<file path="src/rtl/adpll_pkg.sv">
`default_nettype none
// ----------------------------------------------------------------------------
// adpll_pkg: types and constants shared by the ADPLL front end, loop filter and DCO controller. Rev 1.0
// ----------------------------------------------------------------------------
package adpll_pkg;

  localparam int   DLF_IO_W = 8;
  localparam logic LEAD_FB  = 1'b1;
  localparam logic LEAD_REF = 1'b0;

  typedef enum logic [1:0] {
    IDLE      = 2'd0,
    REF_FIRST = 2'd1,
    FB_FIRST  = 2'd2
  } pe_state_t;

endpackage
`default_nettype wire

</file>
<file path="src/rtl/adpll_phase_error_counter_if.sv">
`default_nettype none
// ----------------------------------------------------------------------------
// adpll_phase_error_counter_if: clock inputs and error/status outputs of the phase error counter. Rev 1.0
// ----------------------------------------------------------------------------
interface adpll_phase_error_counter_if #(
  parameter int MAG_W = 8
);

  logic             ref_in;
  logic             fb_in;
  logic [MAG_W-1:0] err_mag;
  logic             lead;
  logic             err_valid;
  logic             slip;
  logic             timeout;

  modport master (
    input  ref_in, fb_in,
    output err_mag, lead, err_valid, slip, timeout
  );

  modport slave (
    output ref_in, fb_in,
    input  err_mag, lead, err_valid, slip, timeout
  );

endinterface
`default_nettype wire

</file>
<file path="src/rtl/adpll_edge_sync.sv">
`default_nettype none
// ----------------------------------------------------------------------------
// adpll_edge_sync: multi-flop synchroniser followed by a rising-edge pulse. Rev 1.0
// ----------------------------------------------------------------------------
module adpll_edge_sync #(
  parameter int SYNC_STAGES = 2
) (
  input  wire logic clk,
  input  wire logic rstn,
  input  wire logic async_in,
  output logic      rise
);

  logic [SYNC_STAGES-1:0] sync_q;
  logic                   sync_d;

  always_ff @(posedge clk or negedge rstn) begin
    if (!rstn) begin
      sync_q <= '0;
      sync_d <= 1'b0;
    end else begin
      sync_q <= {sync_q[SYNC_STAGES-2:0], async_in};
      sync_d <= sync_q[SYNC_STAGES-1];
    end
  end

  assign rise = sync_q[SYNC_STAGES-1] & ~sync_d;

endmodule
`default_nettype wire

</file>
<file path="src/rtl/adpll_phase_error_counter.sv">
`default_nettype none
// ----------------------------------------------------------------------------
// adpll_phase_error_counter: ref/fb edge-to-edge distance in clk cycles, with slip and timeout flags. Rev 1.0
// ----------------------------------------------------------------------------
module adpll_phase_error_counter
  import adpll_pkg::*;
#(
  parameter int MAG_W       = 8,
  parameter int SYNC_STAGES = 2,
  parameter int TIMEOUT_CYC = 1023
) (
  input  wire logic                   clk,
  input  wire logic                   rstn,
  adpll_phase_error_counter_if.master pe
);

  localparam int               CNT_W   = $clog2(TIMEOUT_CYC + 1);
  localparam logic [MAG_W-1:0] MAG_MAX = '1;
  localparam logic [CNT_W-1:0] CNT_TMO = CNT_W'(TIMEOUT_CYC);
  localparam logic [CNT_W-1:0] CNT_ONE = CNT_W'(1);

  logic             ref_rise;
  logic             fb_rise;
  pe_state_t        state;
  logic [CNT_W-1:0] cnt;
  logic [MAG_W-1:0] err_mag_q;
  logic             lead_q;
  logic             err_valid_q;
  logic             slip_q;
  logic             timeout_q;

  function automatic logic [MAG_W-1:0] sat(input logic [CNT_W-1:0] x);
    if (32'(x) > 32'(MAG_MAX)) return MAG_MAX;
    return MAG_W'(x);
  endfunction

  adpll_edge_sync #(.SYNC_STAGES(SYNC_STAGES)) u_ref_sync (
    .clk      (clk),
    .rstn     (rstn),
    .async_in (pe.ref_in),
    .rise     (ref_rise)
  );

  adpll_edge_sync #(.SYNC_STAGES(SYNC_STAGES)) u_fb_sync (
    .clk      (clk),
    .rstn     (rstn),
    .async_in (pe.fb_in),
    .rise     (fb_rise)
  );

  // Partner edge wins over a same-side repeat, and any edge wins over timeout.
  always_ff @(posedge clk or negedge rstn) begin
    if (!rstn) begin
      state       <= IDLE;
      cnt         <= '0;
      err_mag_q   <= '0;
      lead_q      <= LEAD_FB;
      err_valid_q <= 1'b0;
      slip_q      <= 1'b0;
      timeout_q   <= 1'b0;
    end else begin
      err_valid_q <= 1'b0;
      slip_q      <= 1'b0;
      timeout_q   <= 1'b0;
      case (state)
        IDLE: begin
          if (ref_rise && fb_rise) begin
            err_mag_q   <= '0;
            lead_q      <= LEAD_FB;
            err_valid_q <= 1'b1;
          end else if (ref_rise) begin
            state <= REF_FIRST;
            cnt   <= CNT_ONE;
          end else if (fb_rise) begin
            state <= FB_FIRST;
            cnt   <= CNT_ONE;
          end
        end
        REF_FIRST: begin
          if (fb_rise) begin
            err_mag_q   <= sat(cnt);
            lead_q      <= LEAD_REF;
            err_valid_q <= 1'b1;
            if (ref_rise) cnt <= CNT_ONE;
            else          state <= IDLE;
          end else if (ref_rise) begin
            err_mag_q   <= MAG_MAX;
            lead_q      <= LEAD_REF;
            err_valid_q <= 1'b1;
            slip_q      <= 1'b1;
            cnt         <= CNT_ONE;
          end else if (cnt == CNT_TMO) begin
            err_mag_q   <= MAG_MAX;
            lead_q      <= LEAD_REF;
            err_valid_q <= 1'b1;
            timeout_q   <= 1'b1;
            state       <= IDLE;
          end else begin
            cnt <= cnt + CNT_ONE;
          end
        end
        FB_FIRST: begin
          if (ref_rise) begin
            err_mag_q   <= sat(cnt);
            lead_q      <= LEAD_FB;
            err_valid_q <= 1'b1;
            if (fb_rise) cnt <= CNT_ONE;
            else         state <= IDLE;
          end else if (fb_rise) begin
            err_mag_q   <= MAG_MAX;
            lead_q      <= LEAD_FB;
            err_valid_q <= 1'b1;
            slip_q      <= 1'b1;
            cnt         <= CNT_ONE;
          end else if (cnt == CNT_TMO) begin
            err_mag_q   <= MAG_MAX;
            lead_q      <= LEAD_FB;
            err_valid_q <= 1'b1;
            timeout_q   <= 1'b1;
            state       <= IDLE;
          end else begin
            cnt <= cnt + CNT_ONE;
          end
        end
        default: begin
          state <= IDLE;
          cnt   <= '0;
        end
      endcase
    end
  end

  assign pe.err_mag   = err_mag_q;
  assign pe.lead      = lead_q;
  assign pe.err_valid = err_valid_q;
  assign pe.slip      = slip_q;
  assign pe.timeout   = timeout_q;

endmodule
`default_nettype wire

</file>
<file path="src/flat_wrapper.sv">
// flat-port wrapper written by rule: the top's interface ports become plain ports
module adpll_phase_error_counter_flat import adpll_pkg::*;
#(
  parameter int MAG_W       = 8,
  parameter int SYNC_STAGES = 2,
  parameter int TIMEOUT_CYC = 1023
)
  (clk, rstn, pe_ref_in, pe_fb_in, pe_err_mag, pe_lead, pe_err_valid, pe_slip, pe_timeout);
  adpll_phase_error_counter_if #(.MAG_W(MAG_W)) pe_i ();
  input  wire logic clk;
  input  wire logic rstn;
  input wire logic [$bits(pe_i.ref_in)-1:0] pe_ref_in;
  input wire logic [$bits(pe_i.fb_in)-1:0] pe_fb_in;
  output wire logic [$bits(pe_i.err_mag)-1:0] pe_err_mag;
  output wire logic [$bits(pe_i.lead)-1:0] pe_lead;
  output wire logic [$bits(pe_i.err_valid)-1:0] pe_err_valid;
  output wire logic [$bits(pe_i.slip)-1:0] pe_slip;
  output wire logic [$bits(pe_i.timeout)-1:0] pe_timeout;
  assign pe_i.ref_in = pe_ref_in;
  assign pe_i.fb_in = pe_fb_in;
  assign pe_err_mag = pe_i.err_mag;
  assign pe_lead = pe_i.lead;
  assign pe_err_valid = pe_i.err_valid;
  assign pe_slip = pe_i.slip;
  assign pe_timeout = pe_i.timeout;
  adpll_phase_error_counter #(.MAG_W(MAG_W), .SYNC_STAGES(SYNC_STAGES), .TIMEOUT_CYC(TIMEOUT_CYC)) u_core (.clk(clk), .rstn(rstn), .pe(pe_i));
endmodule
</file>
<file path="config.mk">
export PLATFORM = sky130hd
export DESIGN_NAME = adpll_phase_error_counter_flat
export DESIGN_NICKNAME = d
export VERILOG_FILES = /design/src/rtl/adpll_pkg.sv /design/src/rtl/adpll_phase_error_counter_if.sv /design/src/rtl/adpll_edge_sync.sv /design/src/rtl/adpll_phase_error_counter.sv /design/src/flat_wrapper.sv
export SDC_FILE = /design/constraint.sdc
export NUM_CORES = 1
export LEC_CHECK = 0
export ABC_AREA = 0
export CAP_MARGIN = 10
export CORE_ASPECT_RATIO = 1.5
export CORE_UTILIZATION = 45
export CTS_CLUSTER_SIZE = 40
export DETAILED_ROUTE_END_ITERATION = 6
export MAX_ROUTING_LAYER = met4
export SLEW_MARGIN = 20
export SYNTH_ARGS = -nofsm -noshare
export SYNTH_HDL_FRONTEND = slang
export SYNTH_SLANG_ARGS = --single-unit
</file>
<file path="constraint.sdc">
create_clock -name clk -period 4.1 [get_ports clk]
set_clock_uncertainty 0.15 [all_clocks]
set_input_delay 0.82 -clock clk [delete_from_list [all_inputs] [get_ports clk]]
set_output_delay 0.82 -clock clk [all_outputs]
set_load 0.01 [all_outputs]
</file>
==> summary.md <==
| Metric | Value |
|---|---|
| Final setup margin | `1.66 ns` |
| First-pass GRT wire length | `6.78 mm` |
| CTS Buf Count | `5` |
| Yosys reg bits | `30` |
| # DRC | `0` |
| Top cells by area, synth | `dfrtp_1, a21oi_1, nor2_1` |
| Detail Placement HPWL | `2.99 mm` |
| DR vias/cell | `6.10` |
| Grt ovf | `0` |
| DP Cell Count | `234` |
| Post-synth top area cell | `dfrtp_1` |
| I/O Buffers | `15` |
| Run status | `finished clean` |
| Worst Hold End | `u_core.u_fb_sync.sync_q[1]$_DFF_PN0_` |
| Seq/Total Area, Yosys | `43.0%` |
| Crit path kind | `reg2reg` |
| Period utilization | `59.4%` |
| Reg2reg start | `u_core.state[0]$_DFFE_PN0P_` |
| Die H | `78.4 um` |
| Starting Density | `47.5%` |
| Slew headroom | `48.9%` |
| Routed Antenna Nets | `0` |
| Post-synthesis cell area | `1750 um2` |
| Layout Nets | `207` |
| Postcts setup bufs | `0` |
| Initial DRC count | `48` |
| Pre-antenna DRT Iters | `4` |
| Mapped Avg Cell Area | `9.61 um2` |
| Top cell type's share of synthesized area | `41.5%` |
| Hold path depth | `0` |
| Slowest CP cell | `nor4_4` |
| Post-route insts no fill | `241` |
| Post-cts sizing count | `0` |
| Max Freq | `0.410 GHz` |
| Worst-case reg-to-reg path depth | `7` |
| Boundary Pins | `16` |
| Netlist cell types | `50` |
| CORE AREA | `3680 um2` |
| Syn. warnings | `0` |
| # Max-Cap Violations | `0` |
| Clock Latency Late Sink | `0.28 ns` |
| Mapped Cells | `182` |
| Setup TNS | `0 ns` |
| Routability congestion estimate | `0.924` |
| Largest net degree at the start of global routing | `31` |
| CP cell instances | `inv_1, ha_1, nor2_1, nor4_4, and2_1, a21oi_1, a31oi_1` |
| Dominant synthesized flop cell | `dfrtp_1` |
| Root Buffer Master | `clkbuf_8` |
| Measured slew at the worst slew-check pin | `0.764 ns` |
| Row count | `27` |
| Final Hold Fails | `0` |
| Number of flops mapped to enable cells by yosys | `0` |
| Slew Limit Fails | `0` |
| Total GRT Usage | `22.8%` |
| Die area | `4150 um2` |
| Via total after detailed routing | `1,470` |
| Clock tree buffer depth | `2` |
| CTS sink count | `30` |
| Share of cells above drive strength 1 | `11.6%` |
| Power Dens Cells | `575 nW/um2` |
| Hold Worst Slack | `0.204 ns` |
| Crit Path Max Fanout | `12` |
| Period minus WS final | `2.44 ns` |
| Reg-to-reg endpoint | `u_core.cnt[4]$_DFFE_PN0P_` |
| Dpl ws | `1.68 ns` |
| CTS Hold Buffers Added | `0` |
| Worst vdd ir | `0.000360 V` |
| Fraction of registers with async set/reset | `100%` |
| Synth-to-Final Area Change | `16.4%` |
| RSZ-0062 raised after global routing | `false` |
| Final WL | `3.97 mm` |
| Initial antenna violation count | `0` |
| Final setup viols | `0` |
| Syn nets | `191` |
| Critical Path Source Type | `flop` |
| Htree depth | `2` |
| Buffers & Inverters on Critical Path | `1` |
| Req. time, crit path | `4.15 ns` |
| Die X | `52.9 um` |
| Worst hold start | `u_core.u_fb_sync.sync_q[0]$_DFF_PN0_` |
| Hold Path Class | `reg2reg` |
| Wire per inst | `16.5 um` |
| Setup slack, reg-to-reg | `1.66 ns` |
| CTS tree | `built` |
| Max incr delay on CP | `0.52 ns` |
| Reg clk slew, reported paths | `0.06 ns` |
| Crit path DAT | `2.49 ns` |
| Crit path capture type | `flop` |
| Vias in the first global route | `1,460` |
| Delay-heaviest family, CP | `simple AND/OR/NAND/NOR gates` |
| Static leakage | `0.824 nW` |
| N_diodes | `0` |
## worst max path at each step
stage | start | to | depth (start not counted)
floorplan | u_core.state[1]$_DFFE_PN0P_ | u_core.cnt[4]$_DFFE_PN0P_ | 7
global placement | u_core.state[0]$_DFFE_PN0P_ | u_core.cnt[4]$_DFFE_PN0P_ | 7
detailed placement | u_core.state[0]$_DFFE_PN0P_ | u_core.cnt[4]$_DFFE_PN0P_ | 7
CTS | u_core.state[0]$_DFFE_PN0P_ | u_core.cnt[4]$_DFFE_PN0P_ | 7
global route | u_core.state[0]$_DFFE_PN0P_ | u_core.cnt[4]$_DFFE_PN0P_ | 7
finish | u_core.state[0]$_DFFE_PN0P_ | u_core.cnt[4]$_DFFE_PN0P_ | 7
## registers in the layout, indices dropped and copies added (netlist names)
register                  flops
u_core.u_ref_sync.sync_q      2
u_core.pe.slip                1
u_core.u_fb_sync.sync_d       1
u_core.cnt                   10
u_core.pe.lead                1
u_core.pe.timeout             1
u_core.u_fb_sync.sync_q       2
u_core.state                  2
u_core.pe.err_mag             8
u_core.u_ref_sync.sync_d      1
u_core.pe.err_valid           1
## routing by layer
| layer | vias to the layer above | routed length (um) | global-route usage (%) |
|---|---|---|---|
| met4 | 0 | 176 | 12.1 |
| met2 | 40 | 2000 | 36.8 |
| li1 | 713 | - | - |
| met1 | 702 | 1660 | 25.3 |
| met3 | 15 | 129 | 5.23 |
| met5 | - | 0 | - |
## per-stage QoR
| stage | util (%) | cell area [um2] | total power [mW] |
|---|---|---|---|
| finish | 55.3 | 2040 | 1.17 |
| global route | 55.3 | 2040 | 1.25 |
| CTS | 55.3 | 2040 | 1.17 |
| detailed placement | 52.2 | 1920 | 0.874 |
| global placement | 52.2 | 1920 | 0.864 |
| floorplan | - | 1750 | 0.711 |
## cells by family (layout without fill, tap and decap cells)
kind of cell / after synthesis / after routing / share of synthesized area [%]
buffers and inverters: 11 / 27 / 3.00
DFF: 30 / 30 / 43.0
adders and majority gates: 5 / 5 / 3.58
AOI/OAI and AO/OA: 67 / 67 / 25.8
muxes: 1 / 1 / 0.858
and+or+nand+nor: 68 / 68 / 23.7
## power by group
group / internal [mW] / switching (mW) / leakage (nW)
logic: 0.208 / 0.267 / 0.378
clock network: 0.194 / 0.105 / 0.0573
registers: 0.354 / 0.0426 / 0.388
total: 0.756 / 0.415 / 0.824
## cells in the final DEF (no fill, tap or decap), types with 3 or more instances in the layout
master	n
and3_1	4
clkbuf_8	6
nand2_1	10
nand2b_1	5
o21ai_0	13
a31oi_1	7
nor2_1	19
dfrtp_1	29
clkdlybuf4s50_1	15
o31ai_1	3
nor3_1	4
a21oi_1	22
ha_1	5
a22o_1	6
nor2b_1	3
inv_1	4
o41ai_1	3
## synth_stat cells (2+ instances only)
| master | instances |
|---|---|
| o21ai_0 | 13 |
| inv_1 | 4 |
| a31oi_1 | 7 |
| nand3_2 | 2 |
| ha_1 | 5 |
| a21oi_1 | 22 |
| or3_1 | 2 |
| a41oi_1 | 2 |
| a21oi_4 | 2 |
| nand2_1 | 10 |
| clkbuf_1 | 2 |
| nor2b_1 | 3 |
| nand2b_1 | 5 |
| nor3_1 | 4 |
| and3_1 | 4 |
| o41ai_1 | 3 |
| a21o_1 | 2 |
| nor2_1 | 19 |
| o31ai_1 | 3 |
| nand3_1 | 2 |
| nand3b_1 | 2 |
| a22o_1 | 6 |
| buf_2 | 3 |
| dfrtp_1 | 29 |
## area by class of cell
type	instances	area, um2
Multi-Input combinational cell	141	945
Sequential cell	30	752
Timing Repair Buffer	16	158
Fill cell	348	1650
Clock buffer	6	82.6
Clock inverter	1	30.0
Tap cell	43	53.8
Inverter	4	15.0
Power figures use the tool's default switching activity.
